`src/rtl/exception_sequencer_pkg.sv`:
```
// Shared types for the exception sequencer: FSM states, cause codes and
// memory-address mux select encodings.
package exception_sequencer_pkg;

  typedef enum logic [1:0] {
    IDLE = 2'b00,
    SAVE = 2'b01,
    REQ  = 2'b10,
    LOAD = 2'b11
  } state_t;

  typedef enum logic [1:0] {
    CAUSE_NONE   = 2'b00,
    CAUSE_OPCODE = 2'b01,
    CAUSE_OVF    = 2'b10,
    CAUSE_DIV0   = 2'b11
  } cause_t;

  localparam logic [2:0] IORD_PC     = 3'b000;
  localparam logic [2:0] IORD_ALUOUT = 3'b001;
  localparam logic [2:0] IORD_VEC253 = 3'b010;
  localparam logic [2:0] IORD_VEC254 = 3'b011;
  localparam logic [2:0] IORD_VEC255 = 3'b100;
  localparam logic [2:0] IORD_AUX    = 3'b101;

  // Each cause fetches its handler address from a dedicated vector byte.
  function automatic logic [2:0] iord_vec(input cause_t c);
    case (c)
      CAUSE_OPCODE: iord_vec = IORD_VEC253;
      CAUSE_OVF:    iord_vec = IORD_VEC254;
      CAUSE_DIV0:   iord_vec = IORD_VEC255;
      default:      iord_vec = IORD_PC;
    endcase
  endfunction

endpackage

```
`src/rtl/exception_sequencer_prio_enc.sv`:
```
// Fixed-priority encoder: opcode > overflow > div0, 00 when none pending.
module exc_prio_enc
  import exception_sequencer_pkg::*;
(
  input  logic   opcode_i,
  input  logic   overflow_i,
  input  logic   div0_i,
  output cause_t cause_o
);

  always_comb begin
    cause_o = CAUSE_NONE;
    if (opcode_i)        cause_o = CAUSE_OPCODE;
    else if (overflow_i) cause_o = CAUSE_OVF;
    else if (div0_i)     cause_o = CAUSE_DIV0;
  end

endmodule

```
`src/rtl/exception_sequencer.sv`:
```
// Exception entry sequencer: saves EPC, reads the vector byte from memory
// and loads it into the PC, with a bounded wait and sticky error flags.
module exception_sequencer
  import exception_sequencer_pkg::*;
#(
  parameter int unsigned MEM_TIMEOUT = 15
) (
  input  logic        clk,
  input  logic        reset_n,
  input  logic        exc_opcode,
  input  logic        exc_overflow,
  input  logic        exc_div0,
  input  logic [31:0] pc_in,
  input  logic        mem_ready,
  input  logic [7:0]  mem_byte,
  input  logic        err_clr,
  output logic [2:0]  iord_sel,
  output logic        mem_rd,
  output logic        epc_wr,
  output logic [31:0] epc_data,
  output logic        pc_wr,
  output logic [31:0] pc_data,
  output logic [1:0]  cause,
  output logic        busy,
  output logic        done,
  output logic        timeout_err,
  output logic        overrun,
  output logic [1:0]  dbg_state
);

  localparam logic [4:0] TIMEOUT_CNT = 5'(MEM_TIMEOUT);

  state_t      state_q, state_d;
  cause_t      cause_q, cause_d, enc_cause;
  logic [31:0] epc_q, epc_d;
  logic [7:0]  byte_q, byte_d;
  logic [4:0]  cnt_q, cnt_d;
  logic        tout_q, tout_d;
  logic        ovr_q, ovr_d;
  logic        any_exc;

  exc_prio_enc u_prio (
    .opcode_i   (exc_opcode),
    .overflow_i (exc_overflow),
    .div0_i     (exc_div0),
    .cause_o    (enc_cause)
  );

  assign any_exc = exc_opcode | exc_overflow | exc_div0;

  always_ff @(posedge clk or negedge reset_n) begin
    if (!reset_n) begin
      state_q <= IDLE;
      cause_q <= CAUSE_NONE;
      epc_q   <= 32'h0;
      byte_q  <= 8'h0;
      cnt_q   <= 5'd0;
      tout_q  <= 1'b0;
      ovr_q   <= 1'b0;
    end else begin
      state_q <= state_d;
      cause_q <= cause_d;
      epc_q   <= epc_d;
      byte_q  <= byte_d;
      cnt_q   <= cnt_d;
      tout_q  <= tout_d;
      ovr_q   <= ovr_d;
    end
  end

  // Memory handshake: mem_rd is held for the whole REQ state; the read
  // completes on the first rising edge at which mem_ready is sampled high.
  always_comb begin
    state_d = state_q;
    cause_d = cause_q;
    epc_d   = epc_q;
    byte_d  = byte_q;
    cnt_d   = cnt_q;
    tout_d  = tout_q;
    ovr_d   = ovr_q;
    if (err_clr) begin
      tout_d = 1'b0;
      ovr_d  = 1'b0;
    end
    // Set events are applied after the clear so they win a same-cycle tie.
    if (state_q != IDLE && any_exc) ovr_d = 1'b1;
    case (state_q)
      IDLE: begin
        if (any_exc) begin
          state_d = SAVE;
          cause_d = enc_cause;
          epc_d   = pc_in - 32'd4;
        end
      end
      SAVE: begin
        state_d = REQ;
        cnt_d   = 5'd0;
      end
      REQ: begin
        if (mem_ready) begin
          byte_d  = mem_byte;
          state_d = LOAD;
        end else if (cnt_q == TIMEOUT_CNT) begin
          tout_d  = 1'b1;
          state_d = IDLE;
        end else begin
          cnt_d = cnt_q + 5'd1;
        end
      end
      LOAD: state_d = IDLE;
      default: state_d = IDLE;
    endcase
  end

  assign iord_sel    = (state_q == REQ || state_q == LOAD) ? iord_vec(cause_q) : IORD_PC;
  assign mem_rd      = (state_q == REQ);
  assign epc_wr      = (state_q == SAVE);
  assign pc_wr       = (state_q == LOAD);
  assign done        = (state_q == LOAD);
  assign busy        = (state_q != IDLE);
  assign epc_data    = epc_q;
  assign pc_data     = {24'h0, byte_q};
  assign cause       = cause_q;
  assign timeout_err = tout_q;
  assign overrun     = ovr_q;
  assign dbg_state   = state_q;

endmodule

```
`config.mk`:
```
export PLATFORM = sky130hd
export DESIGN_NAME = exception_sequencer
export DESIGN_NICKNAME = d
export VERILOG_FILES = /design/src/rtl/exception_sequencer_pkg.sv /design/src/rtl/exception_sequencer_prio_enc.sv /design/src/rtl/exception_sequencer.sv
export SDC_FILE = /design/constraint.sdc
export NUM_CORES = 1
export LEC_CHECK = 0
export ABC_AREA = 1
export CAP_MARGIN = 10
export CELL_PAD_IN_SITES_DETAIL_PLACEMENT = 0
export CELL_PAD_IN_SITES_GLOBAL_PLACEMENT = 1
export CORE_ASPECT_RATIO = 1.5
export CORE_MARGIN = 4
export CORE_UTILIZATION = 30
export CTS_BUF_LIST = sky130_fd_sc_hd__clkbuf_8 sky130_fd_sc_hd__clkbuf_16
export CTS_CLUSTER_DIAMETER = 120
export CTS_CLUSTER_SIZE = 30
export DETAILED_ROUTE_END_ITERATION = 6
export PLACE_DENSITY_LB_ADDON = 0.3
export SETUP_SLACK_MARGIN = 0.3
export SYNTH_ARGS = -nofsm -noshare
export SYNTH_HDL_FRONTEND = slang
export SYNTH_SLANG_ARGS = --single-unit
```
`constraint.sdc`:
```
create_clock -name clk -period 2.9 [get_ports clk]
set_clock_uncertainty 0.15 [all_clocks]
set_input_delay 0.725 -clock clk [delete_from_list [all_inputs] [get_ports clk]]
set_output_delay 0.725 -clock clk [all_outputs]
set_load 0.01 [all_outputs]
```
==> results, run 1 <==
- The filler cell count is 1004.
- The final critical path time including I/O delays and setup is between 2 and 2.5 ns.
- Counting tap cells, the placed design contains a total of roughly 630 instances.
- The mean instance size in the synthesized netlist is 7.37 um2.
- Setup repair after global routing left no endpoint under its margin.
- The worst setup path is launched from a register.
- The net count reported at finish is 569.
- After detailed routing, the average wire length per cell comes to about 14 um.
- At the pin with the least slew margin, the transition time is roughly 0.74 ns.
- After clock tree synthesis, the setup repair step added 0 buffers.
- In the post-synthesis netlist, the biggest area contributors are dfrtp_1 (42%), nand2_1 (17%), buf_4 (7.1%), nor2_1 (7.0%), nand3_1 (3.9%).
- The routed design uses ~360 um of met3 wire.
- For this run, the top clock speed supported by timing is 400 MHz.
- Once layout is complete, the cells apart from fillers number about 630.
- The number of slew-limit violations in the final report came to 0.
- The worst setup path is captured at an output pin.
- The first global-routing pass estimated 14000 um of wire.
- The clock passes through at most 2 buffers.
- Summed over all layers, the global routing overflow is 0.
- The flow ran to the end, and the final reports show no timing, DRC or antenna violations.
- The routability congestion estimate from global placement is just over 0.8.
- The critical path class is reg2out.
- Clock tree synthesis inserted a total of 5 buffers.
- Max-cap violations in this run came to 0.
- The critical path goes through nor2_1, clkdlybuf4s50_1.
- The worst-case IR drop observed on VDD is 0.348 mV.
- The number of vias in the routed layout is about 2900.
- Detailed routing placed a total of ~4500 um of wire on met2.
- The final hold violation count is 0.
- The initial antenna violation count is 0.
- The master cell of the clock root buffer is clkbuf_16.
- The detail-routed via count per cell is 4.53.
- The analysis attributes to cell leakage a power of roughly 2 nW.
- The highest metal layer carrying signal wires in the routed design is met4.
- The number of buffers and inverters on the critical path is 1.
- The clock slew at the register clock pins of the worst setup and hold paths is roughly 0.070 ns.
- The share of synthesized area occupied by flip-flops and latches is 0.418.
- The number of placement rows is 44.
- Counting flops and latches in the post-synthesis netlist gives 51.
- The category of cells accounting for the largest share of critical-path delay is buffers and inverters.
- Yosys mapped the design onto 32 distinct sky130hd cell types.
- The relative slew slack is 0.505.
- The path category of the worst min-delay check is reg2reg.
- The via count of the first global-routing pass was 2870.
- Power spread over the standard cell area amounts to roughly 910 nW/um2.
- CTS built an H-tree with a depth of 2.
- 0 antenna diodes ended up in the layout.
- The area overhead of the layout relative to synthesis is 40.4%.
- Summing all flip-flop and latch instances after layout gives between 1000 and 1500 um2.
- For this run, the slowest stage of the critical path takes roughly 0.59 ns.
- Detailed placement finished with a half-perimeter wire length of 6890 um.
- Summing all multi-input logic gate instances after layout gives around 1500 um2.
- Of the cells placed in the final design, the portion with a size suffix greater than 1 is 0.0676.
- The required time of the worst setup path is just over 2 ns.
- The tightest hold path in the finished design has a slack of ~0.32 ns.
- Of all cell types, the one taking the most synthesized area is dfrtp_1.
- The effective utilization at floorplan is 0.312.
- The die height is 132 um.
- The worst slack at placement is just under 0.4 ns.
- The chip width is ~90 um.
- In this run the worst path has a maximum fanout of 7.
- The startpoint identified for the worst hold timing path is byte_q[3].
- The detailed router's first-iteration violation count is just under 90.
- The core region area is around 9800 um2.
- Tracing the worst setup path back leads to its startpoint at dbg_state[1].
- The number of sinks on the clock net is 51.
- Synthesis handed over a netlist of about 410 instances.
- For this block, wires on met1 add up to between 3000 and 4000 um.
- Across all setup checks in the final design, the least slack found is around 0.4 ns.
- The first detailed-routing pass took 4 iterations.
- Input and output buffers added on the ports amount to 100.
- The total power after layout is 0.00389 W.
- The maximum number of pins on one net before global-route repair is 44.
- The latest clock arrival within the worst-skew pair is about 0.29 ns.
- The post-route antenna net violation count is 0.
- In the final timing run, aggregate negative setup slack is 0 ns.
- The total setup violations reported at the end of the flow is 0.
- The total I/O pin count is 125.
- The data arrival at the endpoint of the critical path is between 1.5 and 2 ns.
- The yosys synthesis warning count is 0.
- The startpoint of the worst register-to-register path is cnt_q[0].
- In the routed design, unresolved DRC markers number 0.
- The total track usage is 0.147.
- The detailed-route wire length is around 8600 um.
- The post-route fraction of the period consumed by the critical path is 0.862.
- Of the post-synthesis cell area, the dominant cell type holds 0.418.
- The slowest stage of the critical path belongs to the cell clkdlybuf4s50_1.
- In this run the cell area of the synthesized design comes to just over 3000 um2.
- The TritonCTS clock tree is built.
- The floorplan step defined a die boundary enclosing roughly 12000 um2.
placed cells by master (no fill, tap or decap), types with 6 or more instances in the layout:
cell type          n
inv_1             32
nand2_1          141
o21ai_1           11
dfrtp_1           50
nand3_1           24
nor2_2             6
o21ai_0            6
conb_1            24
xor2_1            10
nor2_1            57
clkdlybuf4s50_1   98
state kept, by name, summed over array words and instances, names as in the netlist:
register and count:
timeout_err 1, overrun 1, cnt_q 5, epc_data 32
cause 2, dbg_state 2, byte_q 8
worst paths after layout:
path / to / slack, ns / cells past startpoint
worst max-delay path: epc_wr / 0.40 / 2
worst min-delay path: byte_q[3] / 0.32 / 2
worst max register to register: cnt_q[0] / 1.16 / 10
worst min register to register: byte_q[3] / 0.32 / 2
max in group asynchronous: epc_data[16] / 1.60 / 2
min in group asynchronous: cause[0] / 0.34 / 1
kinds of logic (layout without fill, tap and decap cells):
| group | after synthesis | count (layout) | share of synthesized area |
|---|---|---|---|
| simple gates | 247 | 247 | 0.346 |
| other cells | 1 | 24 | 0.00123 |
| xor+xnor | 13 | 13 | 0.0373 |
| buf+inv | 66 | 147 | 0.119 |
| flops | 51 | 51 | 0.418 |
| compound gates | 31 | 31 | 0.0578 |
| fa+ha+maj | 5 | 5 | 0.0205 |
layer usage:
metal  up-vias  GRT usage
met5         -          0
met4         0     0.0520
met3        12     0.0246
met2        83      0.275
met1      1320      0.165
li1       1451          -
Yosys cell counts (all sizes together):
master	count
buf	31
o22ai	1
nand4	5
a21o	1
a21oi	5
xnor2	3
nand3	25
nor3	2
o211ai	1
o32ai	1
o21ai	17
or2	3
nand3b	1
nor2	67
a31oi	1
nand2	144
xor2	10
o21bai	4
conb	1
inv	35
ha	5
dfrtp	51
metrics by stage:
stage | cell area (um2) | util
after floorplan | 3140 | -
after global placement | 4090 | 0.418
after detailed placement | 4090 | 0.418
after CTS | 4280 | 0.437
after global routing | 4290 | 0.437
final | 4290 | 0.437
final cells by class:
type / instances / area share
timing repair buffer: 104 / 0.243
inverter: 35 / 0.0318
sequential: 51 / 0.298
clock buffer: 5 / 0.0292
clock inverter: 3 / 0.0149
multi-input combinational: 320 / 0.350
tap: 115 / 0.0336
repair_timing:
action / in CTS / in global routing
setup endpoints to repair: 0 / 2
resized for setup: 0 / 2
hold buffers: 0 / 0
power breakdown:
group	internal (W)	switching, W	leakage (nW)
combinational	0.000947	0.000927	1.29
sequential	0.00104	0.000218	0.629
clock	0.000492	0.000266	0.0952
total	0.00248	0.00141	2.01
worst reg2reg max path, stage by stage (launching register included):
cell     delay [ns]
dfrtp_1        0.41
ha_1           0.22
nand2_1        0.08
nor2_1         0.05
ha_1           0.16
inv_1          0.08
nand3_2        0.17
nand2_2        0.14
inv_1          0.06
nand2_1        0.05
o21ai_1        0.06
Power figures use the tool's default switching activity.
==> run 2, diff against run 1 <==
clock period = 2.7 ns   (was 2.9 ns; I/O delays follow)
==> run 2 against run 1 <==
Setup slack worse by 0.057 ns. Non-clock buffer count is the same. Critical path depth up 1. Sequential power increased by 7%. Register-to-register slack worse by 0.21 ns. Total power up 2.7%. Largest power group unchanged. Highest routed layer unchanged.
==> results, run 2 (synthesis results as in run 1) <==
- The run finished with clean final reports.
- The critical path class is reg2out.
- The hold buffer count at cts is 0.
- STA puts the critical path data required time at ~1.9 ns.
- Of the cells placed in the final design, the portion with a size suffix greater than 1 is 0.0714.
- The final critical path time including I/O delays and setup is between 2 and 2.5 ns.
- For this design the static power due to leakage is roughly 2 nW.
- The critical path capture point type is an output pin.
- After detailed routing, the number of vias per cell comes to 4.49.
- Of the available clock period, the critical path in the final layout requires 0.873.
- The antenna diode count is 0.
- In this run the register-to-register setup slack is around 0.95 ns.
- The number of sinks on the clock net is 51.
- TritonCTS built the clock tree.
- The HPWL reported at the end of detailed placement is between 6000 and 7000 um.
- The most common library cell in the layout ignoring fill and taps is nand2_1.
- The transition at the pin with the smallest max-transition slack is about 0.56 ns.
- In this run the cell area measured after placement is around 4100 um2.
- The number of placement rows is 44.
- The worst hold path belongs to the class in2async.
- The number of vias in the routed layout is between 2000 and 3000.
- The category of the worst setup path launch point is a register.
- The register with the most flip-flops in the layout has 32 of them.
- The number of detailed-route iterations in the first pass is 4.
- The floorplan die area is 11900 um2.
- Headroom to the max-slew limit came out at 0.630.
- The peak fanout along the critical path is 7.
- The clock buffer count from CTS is 5.
- The later pin in the worst-skew pair is clocked with a latency of 0.29 ns.
- The endpoint identified for the worst register-to-register timing path is cnt_q[3].
- The initial antenna violation count is 0.
- Setup repair after global routing could not meet its margin everywhere.
- The number of slew-limit violations in the final report is 0.
- Leaving out fill and tap cells, the most frequent cells in the layout are nand2_1 (141), clkdlybuf4s50_1 (97), nor2_1 (56), dfrtp_1 (49), inv_1 (32).
- The number of cell instances on the worst register-to-register path is 8.
- The count of nets left with antenna violations once routing finished came out at 0.
- In this run the post-CTS setup repair buffer count came out at 0.
- Across the run, the number of max-cap violations was 0.
- For this run, the total global-route usage over all layers was measured as 0.144.
- The via count of the first global-routing pass came to between 2000 and 3000.
- The overflow left after global routing is 0.
- The total power after layout is approximately 0.004 W.
- The data arrival at the endpoint of the critical path is approximately 1.5 ns.
- After the first detailed-routing iteration, the DRC count stood at around 110.
- The startpoint of the worst register-to-register path is cnt_q[0].
- The final hold violation count came to 0.
- Entering global routing, the biggest net connects 44 pins.
- The core region is around 9800 um2.
- For this run, design rule violations remaining after detail routing come to 0.
- For this configuration, the core starts out at a cell density of 0.312.
- Summed over all failing endpoints, the final setup total negative slack is 0 ns.
- Dividing the detail-routed wire length by the instance count gives 13.6 um.
- The detailed-route wire length is 8580 um.
- The routability congestion estimate from global placement is about 0.82.
- Setup violations remaining at the end of the flow were counted as 0.
- The net count of the finished layout is ~570.
- The power density relative to cell area is roughly 940 nW/um2.
- The chip width is around 90 um.
- VDD sags by at most slightly below 0.3 mV.
- The global-route wire length before repair is 13800 um.
- The number of placed instances, taps included, is between 600 and 700.
- The total non-filler cell area in the finished layout is 4250 um2.
- The area overhead of the layout relative to synthesis is 39.3%.
- The master cell of the clock root buffer is clkbuf_16.
- The number of I/O port buffers is 100.
- Clock-pin slew was measured on the worst setup and hold paths at 0.07 ns.
- Once layout is complete, the cells apart from fillers number about 630.
- ~130 I/O pins were placed.
- On the final layout, the worst hold slack is between 0.2 and 0.25 ns.
- Timing would allow up to 424 MHz.
- The die height is 132 um.
- The clock tree buffer depth is 2.
- The clock tree synthesis step divided the H-tree into 2 levels.
-- run 2: how the worst max path moves through the flow --
stage	slack, ns	start	depth (start not counted)	end
after global routing	0.28	dbg_state[0]	3	epc_wr
after global placement	0.26	pc_in[2]	10	epc_data[28]
after CTS	0.26	dbg_state[1]	2	epc_wr
after detailed placement	0.22	pc_in[2]	10	epc_data[30]
final	0.34	dbg_state[1]	3	busy
after floorplan	0.87	pc_in[3]	9	epc_data[30]
-- run 2: area by class of cell --
type	count	area [um2]
fillers	1026	5550
multi-input cells	320	1500
flip-flops and latches	51	1280
repair buffers	104	1050
well taps	115	144
inverters	35	136
clock buffers	5	125
clock inverters	3	16.3
-- run 2: critical path, cell delays in order, from the launching register on --
cell and delay [ns]:
dfrtp_2 0.47, nor2_4 0.18, inv_1 0.10, clkdlybuf4s50_1 0.48
-- run 2: repair_timing --
action                                  in CTS  in global routing
cloned                                       0                  0
endpoints found under the setup margin       3                  3
gates resized for setup                      3                  2
-- run 2: stage by stage --
stage	utilization	setup slack [ns]
floorplan	-	0.874
global placement	0.419	0.260
detailed placement	0.419	0.223
CTS	0.434	0.258
global route	0.434	0.278
finish	0.434	0.344
-- run 2: power by group --
part	internal (W)	switching, W
logic	0.00102	0.00100
clock network	0.000339	0.000284
registers	0.00112	0.000233
total	0.00247	0.00152
-- run 2: metal layers --
layer,up-vias,GRT usage,part of all wire
met5,-,0,0
met4,0,0.0520,0.019
met2,85,0.269,0.53
met3,12,0.0252,0.044
li1,1442,-,-
met1,1305,0.161,0.41
